### config.mk
export PLATFORM = sky130hd
export DESIGN_NAME = com_uart
export DESIGN_NICKNAME = d
export VERILOG_FILES = /design/src/rtl/com_uart.sv
export SDC_FILE = /design/constraint.sdc
export NUM_CORES = 1
export LEC_CHECK = 0
export CORE_MARGIN = 2
export CORE_UTILIZATION = 50
export DETAILED_ROUTE_END_ITERATION = 10
export HOLD_SLACK_MARGIN = 0.05
export MAX_ROUTING_LAYER = met4
export PLACE_DENSITY_LB_ADDON = 0.05
export SLEW_MARGIN = 0
export SYNTH_ARGS = -nofsm -noshare
export SYNTH_HDL_FRONTEND = slang
export SYNTH_SLANG_ARGS = --single-unit
### constraint.sdc
create_clock -name clk50M -period 3.03 [get_ports clk50M]
set_input_delay 0.606 -clock clk50M [delete_from_list [all_inputs] [get_ports clk50M]]
set_output_delay 0.606 -clock clk50M [all_outputs]
set_load 0.02 [all_outputs]
### src/rtl/com_uart.sv
// com_uart: 8N1 UART endpoint with single-byte receive holding register and COM_STAT flags.
module com_uart #(
  parameter int CLKS_PER_BIT = 434
) (
  input  logic       clk50M,
  input  logic       rst,
  input  logic [7:0] data_in,
  input  logic       enable_write,
  output logic       write_ready,
  output logic [7:0] data_out,
  output logic       read_ready,
  input  logic       read_ack,
  output logic       rx_overrun,
  output logic       rx_frame_err,
  input  logic       rxd,
  output logic       txd
);
  localparam int CW = $clog2(CLKS_PER_BIT);
  localparam logic [CW-1:0] LAST = CW'(CLKS_PER_BIT - 1);
  localparam logic [CW-1:0] HALF = CW'(CLKS_PER_BIT / 2 - 1);
  typedef enum logic [1:0] {TX_IDLE, TX_START, TX_DATA, TX_STOP} tx_e;
  typedef enum logic [2:0] {RX_IDLE, RX_START, RX_DATA, RX_STOP, RX_WAIT_HIGH} rx_e;
  tx_e tx_q, tx_d;
  rx_e rx_q, rx_d;
  logic [CW-1:0] tx_cnt_q, tx_cnt_d, rx_cnt_q, rx_cnt_d;
  logic [2:0] tx_bit_q, tx_bit_d, rx_bit_q, rx_bit_d;
  logic [7:0] tx_sh_q, tx_sh_d, rx_sh_q, rx_sh_d, dout_q, dout_d;
  logic rdy_q, rdy_d, ovr_q, ovr_d, ferr_q, ferr_d, sync1_q, rxd_s;
  logic tx_tick, rx_tick, done, ferr;
  always_ff @(posedge clk50M) begin
    if (rst) begin
      tx_q <= TX_IDLE;
      rx_q <= RX_IDLE;
      tx_cnt_q <= '0;
      rx_cnt_q <= '0;
      tx_bit_q <= '0;
      rx_bit_q <= '0;
      tx_sh_q <= '0;
      rx_sh_q <= '0;
      dout_q <= '0;
      rdy_q <= 1'b0;
      ovr_q <= 1'b0;
      ferr_q <= 1'b0;
      sync1_q <= 1'b1;
      rxd_s <= 1'b1;
    end else begin
      tx_q <= tx_d;
      rx_q <= rx_d;
      tx_cnt_q <= tx_cnt_d;
      rx_cnt_q <= rx_cnt_d;
      tx_bit_q <= tx_bit_d;
      rx_bit_q <= rx_bit_d;
      tx_sh_q <= tx_sh_d;
      rx_sh_q <= rx_sh_d;
      dout_q <= dout_d;
      rdy_q <= rdy_d;
      ovr_q <= ovr_d;
      ferr_q <= ferr_d;
      sync1_q <= rxd;
      rxd_s <= sync1_q;
    end
  end
  always_comb begin
    tx_d = tx_q;
    tx_bit_d = tx_bit_q;
    tx_sh_d = tx_sh_q;
    tx_tick = tx_cnt_q == LAST;
    tx_cnt_d = (tx_q == TX_IDLE || tx_tick) ? '0 : tx_cnt_q + 1'b1;
    case (tx_q)
      TX_IDLE: if (enable_write) begin
        tx_d = TX_START;
        tx_sh_d = data_in;
        tx_bit_d = '0;
      end
      TX_START: tx_d = tx_tick ? TX_DATA : TX_START;
      TX_DATA: if (tx_tick) begin
        tx_sh_d = tx_sh_q >> 1;
        tx_bit_d = tx_bit_q + 1'b1;
        tx_d = (tx_bit_q == 3'd7) ? TX_STOP : TX_DATA;
      end
      default: tx_d = tx_tick ? TX_IDLE : TX_STOP;
    endcase
  end
  always_comb begin
    rx_d = rx_q;
    rx_bit_d = rx_bit_q;
    rx_sh_d = rx_sh_q;
    done = 1'b0;
    ferr = 1'b0;
    rx_tick = rx_cnt_q == ((rx_q == RX_START) ? HALF : LAST);
    rx_cnt_d = (rx_q == RX_IDLE || rx_q == RX_WAIT_HIGH || rx_tick) ? '0 : rx_cnt_q + 1'b1;
    case (rx_q)
      RX_IDLE: rx_d = rxd_s ? RX_IDLE : RX_START;
      RX_START: if (rx_tick) begin
        rx_d = rxd_s ? RX_IDLE : RX_DATA;
        rx_bit_d = '0;
      end
      RX_DATA: if (rx_tick) begin
        rx_sh_d = {rxd_s, rx_sh_q[7:1]};
        rx_bit_d = rx_bit_q + 1'b1;
        rx_d = (rx_bit_q == 3'd7) ? RX_STOP : RX_DATA;
      end
      RX_STOP: if (rx_tick) begin
        done = rxd_s;
        ferr = ~rxd_s;
        rx_d = rxd_s ? RX_IDLE : RX_WAIT_HIGH;
      end
      default: rx_d = rxd_s ? RX_IDLE : RX_WAIT_HIGH;
    endcase
    dout_d = done ? rx_sh_q : dout_q;
    rdy_d = done | (rdy_q & ~read_ack);
    ovr_d = done & rdy_q & ~read_ack;
    ferr_d = ferr;
  end
  assign txd = (tx_q == TX_START) ? 1'b0 : (tx_q == TX_DATA) ? tx_sh_q[0] : 1'b1;
  assign write_ready = tx_q == TX_IDLE;
  assign data_out = dout_q;
  assign read_ready = rdy_q;
  assign rx_overrun = ovr_q;
  assign rx_frame_err = ferr_q;
endmodule

==> results_dict.tcl <==
set metrics [dict create \
    synth.ff_latch_count 58 \
    crit_slowest_cell "clkdlybuf4s50_1" \
    nets 308 \
    ios 26 \
    required_ns 2.42 \
    final.setup_skew_ns 0.00862 \
    reg2regPathDepth 4 \
    worstSetupPathType "reg2out" \
    critPathMaxFanout 5 \
    portBuffers 25 \
    final_antenna_net_count 0 \
    area_growth_pct 18.7 \
    first_iter_violations 53 \
    synth_area_leaders "dfxtp_1, mux2i_1, nor2_1" \
    drv_slew 0 \
    async_reset_ff_share_pct 0 \
    total_power_w 0.00148 \
    status "complete, no violations" \
    fmax_mhz 439 \
    cts_max_level 3 \
    synth_common_cells "dfxtp_1, nor2_1, mux2i_1" \
    grt_overflow 0 \
    grt_pass1_vias 1712 \
    tightest_slew_ns 0.710 \
    drive_above_1_share_pct 8.87 \
    netlist.area_leader.share_pct 46.5 \
    p_per_area_mw_per_mm2 500 \
    yosysTopAreaCell "dfxtp_1" \
    path_delay_family "buffers and inverters" \
    clock_latency_ns 0.33 \
    postCtsSetupBuffers 0 \
    leakagePower_nw 1.21 \
    worstHoldPathCells 1 \
    post-route-drc-count 0 \
    grt_max_degree 39 \
    slew_headroom_pct 52.5 \
    cts_buffer_depth 2 \
    grt_pass1_wl_um 7420 \
    cts_tree "yes" \
    slowest_delay_ns 0.61 \
    core-area_mm2 0.00479 \
    syn_area_mm2 0.00250 \
    synth_edf_count 0 \
    ys_seq_area_share_pct 46.5 \
    dp_hpwl_um 2810 \
    die-area_mm2 0.00558 \
    critPathBufInv 1 \
    synthDistinctLibCells 39 \
    synth-warning-count 0 \
    yosysMostFrequentCell "dfxtp_1" \
    synth_top_flop_cell "dfxtp_1" \
    rsz0062_at_grt "no" \
    avgSynthCellArea_um2 9.54 \
    syn_nets 282 \
    grt.total_usage_pct 17.8 \
    place.gp.congestion 0.795 \
    crit_cells 4 \
    hold_viol_final 0 \
    fin_crit_sh_pct 75.1 \
    wl_per_cell_um 11.7 \
    hp-class "reg2reg" \
    drt_wl_total_um 4220 \
    firstDrtPassIters 4 \
    root_buffer "clkbuf_8" \
    maxCapViolCount 0 \
    path_cells "nand2b_1 > nor2_1 > a21oi_1 > clkdlybuf4s50_1" \
    fin_crit_ns 2.28 \
    vias 1851 \
    ctsHoldBuffers 0 \
    cts_resized 0 \
    cts_sinks 58 \
    antenna_found_initial 0 \
    cts_buffers 9 \
    peakVddDrop_mv 0.356 \
    tns_ns 0 \
    clkTransAtPathRegs_ns 0.07 \
    dieHeight_um 74.7 \
    die_w_um 74.7 \
    critPathCaptureType "output pin" \
    worstPathArrival_ns 1.67 \
    setup_viol 0 \
    via_per_inst 5.14 \
    syn_inst 262 \
    timing.hold.ws_ns 0.405 \
    initial_core_util_pct 52.2 \
    start_kind "register" \
    antenna-diode-count 0 \
    floorplan.rows 25 \
]
flip-flops by register name (all words and copies together), names as in the netlist, 2 cells and up:
signal and count:
data_out 8, tx_sh_q 8, tx_bit_q 3, rx_q 3, rx_sh_q 8, rx_cnt_q 9
tx_q 2, rx_bit_q 3, tx_cnt_q 9
final cells by class:
cell class,count,area (um^2)
tap,67,83.8
sequential,58,1160
inverter,7,26.3
multi-input combinational,185,1250
clock inverter,5,28.8
timing repair buffer,27,265
clock buffer,11,151
fill,413,1820
layout by cell type (no fill, tap or decap), types with 2 or more instances in the layout:
cell type / count
xor2_1: 8
nand2b_1: 8
inv_1: 7
nand4_1: 7
clkdlybuf4s50_1: 25
nor2b_1: 5
or2_2: 2
a21oi_1: 5
a211oi_1: 9
o32ai_1: 2
and3_1: 4
clkinv_2: 4
mux2i_1: 23
nor3b_1: 3
clkbuf_8: 11
nor3_1: 5
xnor2_1: 7
nand4bb_1: 2
dfxtp_1: 58
nand3_1: 9
nand2_1: 10
a211oi_2: 2
ha_1: 7
buf_4: 2
nor2_1: 51
nand4b_1: 2
worst reg2reg max path, delay by kind of cell, from the launching register on:
kind	cells	cell delay (ns)
DFF	1	0.45
AOI/OAI and AO/OA	1	0.19
and+or+nand+nor	3	1.23
path summary, 6_finish.rpt:
path	startpoint	to	slack (ns)
max	tx_q[0]	txd	0.75
min	sync1_q	rxd_s	0.40
max reg2reg	rx_cnt_q[0]	rx_bit_q[0]	1.09
min reg2reg	sync1_q	rxd_s	0.40
cells by family after synthesis:
| family | synth area share [%] |
|---|---|
| AO/OA/AOI/OAI | 8.91 |
| XOR/XNOR | 5.26 |
| adder cells (fa/ha/maj) | 3.51 |
| buffers and inverters | 3.56 |
| flip-flops | 46.5 |
| multiplexers | 9.21 |
| AND/OR/NAND/NOR | 23.1 |
routing by layer:
layer	vias to the layer above	routed length [um]	global-route usage (%)
met1	846	2170	22.7
li1	970	-	-
met4	0	64	9.52
met5	-	0	-
met3	6	129	4.02
met2	29	1850	26.3
through the flow:
stage / std cells / instance area [um^2] / setup WS (ns) / utilization [%]
floorplan: 262 / 2500 / 1.36 / -
finish: 360 / 2970 / 0.753 / 62.0
global route: 360 / 2970 / 0.674 / 62.0
global placement: 344 / 2790 / 0.889 / 58.2
CTS: 360 / 2970 / 0.728 / 62.0
detailed placement: 344 / 2790 / 0.847 / 58.2
where the power goes:
part | internal (W) | switching (W)
clock | 0.000336 | 0.000293
combinational | 0.0000350 | 0.0000340
sequential | 0.000775 | 0.00000978
total | 0.00115 | 0.000337
Note: power is estimated with default switching activity, not from simulation.
